$ cat src/rtl/convertidor_bcd_binario.sv
// convertidor_bcd_binario
// Sequential BCD-to-binary converter (reverse double-dabble). Three BCD digits
// are captured on a start strobe, then 8 shift-right/correct iterations move the
// value into an 8-bit binary register. The result is registered and flagged with
// a one-cycle done pulse.
//
// Ports:
//   clk      in   1  system clock, rising edge
//   reset_n  in   1  asynchronous active-low reset
//   start    in   1  conversion request, sampled when not shifting
//   Pnum     in   4  hundreds BCD digit
//   Snum     in   4  tens BCD digit
//   Tnum     in   4  units BCD digit
//   numero   out  8  binary result (registered, holds until next done)
//   busy     out  1  conversion in progress
//   done     out  1  one-cycle result-valid pulse
//   error    out  1  invalid-input flag, valid with done
//
// Optional feature: define CONVERTIDOR_VALIDACION_EN to enable input validation
// (any digit > 9 or value > 255 sets error and forces numero to 0). When the
// macro is undefined error is tied low and values 256-999 wrap modulo 256.
module convertidor_bcd_binario (
  input  logic       clk,
  input  logic       reset_n,
  input  logic       start,
  input  logic [3:0] Pnum,
  input  logic [3:0] Snum,
  input  logic [3:0] Tnum,
  output logic [7:0] numero,
  output logic       busy,
  output logic       done,
  output logic       error
);

  localparam logic [1:0] StIdle  = 2'd0;
  localparam logic [1:0] StShift = 2'd1;
  localparam logic [1:0] StDone  = 2'd2;

  logic [1:0]  r_state;
  logic [11:0] r_bcd;
  logic [7:0]  r_bin;
  logic [3:0]  r_cnt;
  logic [7:0]  r_numero;

  logic [19:0] w_shift;
  logic [11:0] w_bcd_sh;
  logic [7:0]  w_bin_sh;
  logic [7:0]  w_result;
  logic        w_capture;
  logic        w_last;

  // A digit that received a 1 from the digit above now reads 8 + d/2 but must
  // represent 5 + d/2, hence the subtract-3 correction.
  function automatic logic [3:0] fix_digit(input logic [3:0] d);
    return (d >= 4'd8) ? d - 4'd3 : d;
  endfunction

  assign w_shift  = {r_bcd, r_bin} >> 1;
  assign w_bin_sh = w_shift[7:0];
  assign w_bcd_sh = {fix_digit(w_shift[19:16]), fix_digit(w_shift[15:12]),
                     fix_digit(w_shift[11:8])};

  // DONE also accepts a new start: its exit edge is the earliest legal
  // back-to-back start edge, nine clocks after the previous one.
  assign w_capture = (r_state != StShift) && start;
  assign w_last    = (r_state == StShift) && (r_cnt == 4'd7);

`ifdef CONVERTIDOR_VALIDACION_EN
  logic w_invalid;
  logic r_err_pend;
  logic r_error;

  assign w_invalid = (Snum > 4'd9) || (Tnum > 4'd9) || (Pnum > 4'd2) ||
                     ((Pnum == 4'd2) && ((Snum > 4'd5) ||
                                         ((Snum == 4'd5) && (Tnum > 4'd5))));

  always_ff @(posedge clk or negedge reset_n) begin
    if (!reset_n) begin
      r_err_pend <= 1'b0;
      r_error    <= 1'b0;
    end else begin
      if (w_capture) r_err_pend <= w_invalid;
      if (w_last)    r_error    <= r_err_pend;
    end
  end

  assign w_result = r_err_pend ? 8'h00 : w_bin_sh;
  assign error    = r_error;
`else
  assign w_result = w_bin_sh;
  assign error    = 1'b0;
`endif

  always_ff @(posedge clk or negedge reset_n) begin
    if (!reset_n) begin
      r_state  <= StIdle;
      r_bcd    <= 12'h000;
      r_bin    <= 8'h00;
      r_cnt    <= 4'd0;
      r_numero <= 8'h00;
    end else begin
      case (r_state)
        StShift: begin
          r_bcd <= w_bcd_sh;
          r_bin <= w_bin_sh;
          r_cnt <= r_cnt + 4'd1;
          if (w_last) begin
            r_numero <= w_result;
            r_state  <= StDone;
          end
        end
        default: begin
          // StIdle, StDone and any illegal encoding
          if (w_capture) begin
            r_bcd   <= {Pnum, Snum, Tnum};
            r_bin   <= 8'h00;
            r_cnt   <= 4'd0;
            r_state <= StShift;
          end else begin
            r_state <= StIdle;
          end
        end
      endcase
    end
  end

  assign numero = r_numero;
  assign busy   = (r_state == StShift);
  assign done   = (r_state == StDone);

endmodule

$ cat config.mk
export PLATFORM = sky130hd
export DESIGN_NAME = convertidor_bcd_binario
export DESIGN_NICKNAME = d
export VERILOG_FILES = /design/src/rtl/convertidor_bcd_binario.sv
export SDC_FILE = /design/constraint.sdc
export NUM_CORES = 1
export LEC_CHECK = 0
export CORE_MARGIN = 1.5
export CORE_UTILIZATION = 47
export CTS_CLUSTER_DIAMETER = 200
export DETAILED_ROUTE_END_ITERATION = 10
export PLACE_DENSITY = 0.7
export SLEW_MARGIN = 30
export SYNTH_ARGS = -nofsm -noshare
export SYNTH_HDL_FRONTEND = slang
export SYNTH_SLANG_ARGS = --single-unit
$ cat constraint.sdc
create_clock -name clk -period 1.32 [get_ports clk]
set_input_delay 0.198 -clock clk [delete_from_list [all_inputs] [get_ports clk]]
set_output_delay 0.198 -clock clk [all_outputs]
set_load 0.01 [all_outputs]
# Yosys cells after proc, flatten, opt, wreduce, memory -nomap -nowiden
# Cells that the tools add are included.
# word_totals
regBits	34
inputBits	15
elab_cells	33
# classes
add_sub_neg	4
n_lt_le_gt_ge	3
eq_ne	5
mux	12
reduce_logical	4
# ops
operator	n
12-bit two-way mux	2
4-bit two-way mux	5
8-bit two-way mux	2
4-bit >= comparator (second input constant)	2
4-bit by 2-bit subtractor with 4-bit output (second input constant)	2
4-bit by 1-bit adder with 4-bit output (second input constant)	1
4-bit by 3-bit == test with 1-bit output (second input constant)	1
3-bit by 4-bit >= comparator with 1-bit output (second input constant)	1
2-bit two-way mux	2
2-bit by 1-bit inequality test with 1-bit output (second input constant)	2
3-bit by 2-bit subtractor with 4-bit output (second input constant)	1
2-bit by 1-bit == test with 1-bit output (second input constant)	1
2-bit == test (second input constant)	1
1-bit logical AND	2
2-bit AND reduction	1
2-bit nonzero test	1
1-bit two-way mux	1

# Depth between registers and ports, before layout
# depth
depth_word	4
depth_mapped	6

# Worst setup path after synthesis
# No wires, ideal clock.
# synth_timing
kind	register -> register
startpoint	reg r_cnt[0]
endpoint	reg r_numero[0] (netlist: numero[0])
setup_ns	0.125
arrival_time_ns	1.224
required_ns	1.195
path_slack_ns	-0.029
path_stages_with_launch	5
n_path_buf	1
path_cell_list	dfrtp_1 ha_1 and4b_1 buf_6 mux2_4
# synth_between
elab_chain_cells	3
# synth_lines
item	line_no	rtl
start, declared	42	logic [3:0] r_cnt;
start signal, assigned	106	r_cnt <= r_cnt + 4'd1;
4-bit by 3-bit == test with 1-bit output	66	assign w_last = (r_state == StShift) && (r_cnt == 4'd7);
1-bit logical AND	66	
2-bit AND reduction (no source line)	--	
end signal, assigned	108	r_numero <= w_result;
end, declared	43	logic [7:0] r_numero;
# Every way passes these cells.
# A chain may end at the register's enable or synchronous reset.

# Worst setup path in the final report
# layout_timing
startpoint	reg r_state[1]
endpoint	reg r_numero[3] (netlist: numero[3])
# layout_between
elab_chain_cells	3
# layout_lines
item	line_no	rtl
start, declared	39	logic [1:0] r_state;
start signal, assigned	96	r_state <= StIdle;
start signal, assigned	109	r_state <= StDone;
start signal, assigned	118	r_state <= StShift;
2-bit by 1-bit == test with 1-bit output (*)	66, 102	
1-bit logical AND	66	
2-bit AND reduction (no source line) (*)	--	
# Every way passes the cells marked *; elsewhere a longest branch is shown, timed or not.

==> summary.txt <==
result of the run = complete, but fails checks
failing checks = setup timing
type of the setup path with the least slack = reg2reg
overflow left after global routing = 0
initial drt markers = 82
Post-Syn Area = 1590 um2
non-filler instance count after layout = 224
I/O pin count = 26
CTS Hold Buffers Added = 0
area of all sequential standard cells = 826 um2
Data required, critical path = 1550 ps
latest clock arrival within the worst-skew pair = 330 ps
flop and latch count out of synthesis = 33
global-route wire length before repair = 4950 um
Final Cycle Share = 110%
via count = 1168
Max FO, Critical Path = 5
number of failing setup endpoints in the final timing report = 10
proportion of synthesized chip area in sequential cells = 51.8%
combinational share of power = 44.4%
Placed Cells = 214
Final Slew Violations = 0
cell count after synthesis = 146
antenna-violating nets left = 0
shortest period the worst path allows = 1460 ps
net switching power of the design = 1.70 mW
total power of the final layout = 4.71 mW
clock tree sinks = 33
crit path launch type = flip-flop
cell depth of the worst flop-to-flop path = 5
clock transition at the registers of the reported paths = 110 ps
max-capacitance violation count = 0
Yosys Warn Count = 0
Inserted Diodes = 0
capturing element type of the critical path = flip-flop
maximum clock insertion buffer count = 2
number of distinct library cells after synthesis = 27
HP Class = in2async
signal arrival time at the worst endpoint = 1690 ps
Final Skew = 13.1 ps
GP Congestion = 0.799
per-instance average area after synthesis = 10.9 um2
FF-to-FF Start = r_state[1]
TritonCTS clock tree = yes
die width = 61.2 um
aggregate global-route resource usage = 17.9%
Worst VDD drop = 1.05 mV
Power Dens Cells = 2300 nW/um2
fraction of layout cells with a size suffix above 1 = 19.4%
post-route worst setup slack = -136 ps
DP Wirelength = 2100 um
Final Routed Wirelength = 3090 um
initial antenna violation count = 0
Switching Fraction = 36.1%
effective utilization at floorplan = 51.0%
leakage power total = 1.01 nW
power share of the clock group = 16.8%
post-detailed-route DRC marker count = 0
synthesized net count = 166
Total Nets Final = 199
# rows = 20
drt via density = 5.21
Seq pwr share = 38.8%
fill cell instance count of the final layout = 268
iteration count of the initial detailed-routing pass = 2
IO buf count = 24
Internal = 3.01 mW
full die area = 3750 um2
vias in the first global route = 1130
root cell of the clock tree = sky130_fd_sc_hd__clkbuf_4
setup slack on the worst flop-to-flop path = -140 ps
number of H-tree levels = 2
core region area = 3130 um2
vertical die dimension = 61.2 um
maximum number of pins on one net before global-route repair = 34
routed length per placed instance = 13.8 um
RSZ-0062 raised after global routing = true
pre-CTS setup slack = -79.6 ps
final-report hold violation count = 0
capture instance of the worst register-to-register path = numero[3]
maximum clock rate = 0.687 GHz
area grow syn2layout = 28.3%
area taken by multi-input logic gates = 693 um2
total clock buffers created by CTS = 5
[worst max-delay path by stage]
| stage | from | cells after the start | endpoint |
|---|---|---|---|
| floorplan | r_cnt[0] | 4 | numero[0] |
| global placement | r_state[1] | 5 | numero[6] |
| detailed placement | r_state[1] | 5 | numero[1] |
| CTS | r_state[1] | 5 | numero[5] |
| global route | r_state[1] | 5 | numero[5] |
| finish | r_state[1] | 5 | numero[3] |
[Yosys cell counts]
| master | number | area share, % |
|---|---|---|
| sky130_fd_sc_hd__inv_1 | 5 | 1.2 |
| sky130_fd_sc_hd__nand2_1 | 29 | 6.8 |
| sky130_fd_sc_hd__nand3_1 | 2 | 0.63 |
| sky130_fd_sc_hd__inv_2 | 1 | 0.24 |
| sky130_fd_sc_hd__buf_4 | 1 | 0.47 |
| sky130_fd_sc_hd__or3_1 | 2 | 0.78 |
| sky130_fd_sc_hd__a31oi_1 | 2 | 0.78 |
| sky130_fd_sc_hd__conb_1 | 1 | 0.24 |
| sky130_fd_sc_hd__nor2_1 | 1 | 0.24 |
| sky130_fd_sc_hd__nor2b_1 | 3 | 1.2 |
| sky130_fd_sc_hd__a21oi_1 | 6 | 1.9 |
| sky130_fd_sc_hd__clkbuf_1 | 2 | 0.47 |
| sky130_fd_sc_hd__mux2i_1 | 10 | 6.3 |
| sky130_fd_sc_hd__buf_2 | 6 | 1.9 |
| sky130_fd_sc_hd__nand2b_1 | 1 | 0.39 |
| sky130_fd_sc_hd__o21ai_0 | 14 | 4.4 |
| sky130_fd_sc_hd__xnor2_1 | 2 | 1.1 |
| sky130_fd_sc_hd__xor2_1 | 2 | 1.1 |
| sky130_fd_sc_hd__mux2_4 | 8 | 7.5 |
| sky130_fd_sc_hd__o211a_1 | 4 | 2.5 |
| sky130_fd_sc_hd__a41oi_1 | 1 | 0.55 |
| sky130_fd_sc_hd__dfrtp_1 | 33 | 52 |
| sky130_fd_sc_hd__and4b_1 | 1 | 0.63 |
| sky130_fd_sc_hd__ha_1 | 5 | 3.9 |
| sky130_fd_sc_hd__nand2b_4 | 1 | 0.86 |
| sky130_fd_sc_hd__o221a_2 | 2 | 1.4 |
| sky130_fd_sc_hd__buf_6 | 1 | 0.71 |
[stage by stage]
step / cell area, um2 / util (%) / setup TNS (ps) / hold WS, ps
after global placement: 1940 / 61.9 / -799 / 460
after global routing: 2040 / 65.4 / -1710 / 206
after CTS: 2010 / 64.2 / -990 / 211
final: 2040 / 65.4 / -1140 / 215
after floorplan: 1600 / - / -52.1 / -97.6
after detailed placement: 1940 / 61.9 / -859 / 477
[power by group through the flow]
stage | Sequential (mW) | Combinational [mW] | Clock [mW]
finish | 1.83 | 2.09 | 0.791
CTS | 1.82 | 2.03 | 0.813
global route | 1.88 | 2.34 | 0.852
floorplan | 1.83 | 1.35 | 0
global placement | 1.82 | 2.03 | 0
detailed placement | 1.85 | 2.10 | 0
[placed cells by master (no fill, tap or decap), types with 2 or more instances in the layout]
cell                               n
sky130_fd_sc_hd__xnor2_1           2
sky130_fd_sc_hd__nand2_1          29
sky130_fd_sc_hd__dfrtp_1          33
sky130_fd_sc_hd__buf_4             9
sky130_fd_sc_hd__nand3_1           2
sky130_fd_sc_hd__ha_1              4
sky130_fd_sc_hd__mux2_4            8
sky130_fd_sc_hd__nor2b_1           3
sky130_fd_sc_hd__xor2_1            2
sky130_fd_sc_hd__dlygate4sd2_1     9
sky130_fd_sc_hd__inv_1             5
sky130_fd_sc_hd__buf_12            2
sky130_fd_sc_hd__a21oi_1           6
sky130_fd_sc_hd__o211a_1           4
sky130_fd_sc_hd__clkdlybuf4s50_1  14
sky130_fd_sc_hd__or3_1             2
sky130_fd_sc_hd__mux2i_1          10
sky130_fd_sc_hd__o21ai_0          14
sky130_fd_sc_hd__clkbuf_4          5
sky130_fd_sc_hd__a31oi_1           2
sky130_fd_sc_hd__o221a_2           2
[cell families after synthesis]
kind of cell | Yosys count | synth area share [%]
buffers and inverters | 16 | 4.95
DFF | 33 | 51.8
and+or+nand+nor | 40 | 11.5
xor gates and xnor gates | 4 | 2.20
AOI/OAI and AO/OA | 29 | 11.5
adders and majority gates | 5 | 3.92
muxes | 18 | 13.8
other | 1 | 0.235
[sequential cells by signal, summed over array words and instances (netlist names)]
register  count
r_bcd        12
r_bin         7
numero        8
r_cnt         4
r_state       2
[timing repair]
action                                  4_1_cts  5_1_grt
setup buffers                                 0        2
cloned                                        0        1
pin swaps                                     1        0
endpoints found under the setup margin       19       11
gates resized for setup                      13        2
[layer usage]
layer	global-route usage, %	wire length (um)
met5	0	0
met1	23.2	1440
met3	5.04	136
met4	4.97	10
met2	29.6	1500
[worst max-delay path: stages, from the launching register on]
cell                        delay, ps
sky130_fd_sc_hd__dfrtp_1          390
sky130_fd_sc_hd__nand2b_4         150
sky130_fd_sc_hd__inv_4             60
sky130_fd_sc_hd__and4b_2          300
sky130_fd_sc_hd__clkbuf_16        170
sky130_fd_sc_hd__mux2_4           290
[final cells by class]
class	instances	area share, %
tap	44	2.69
inverter	6	1.22
multi-input combinational	97	33.9
clock inverter	2	1.84
sequential	33	40.4
clock buffer	6	2.51
timing repair buffer	36	17.4
Power figures use the tool's default switching activity.
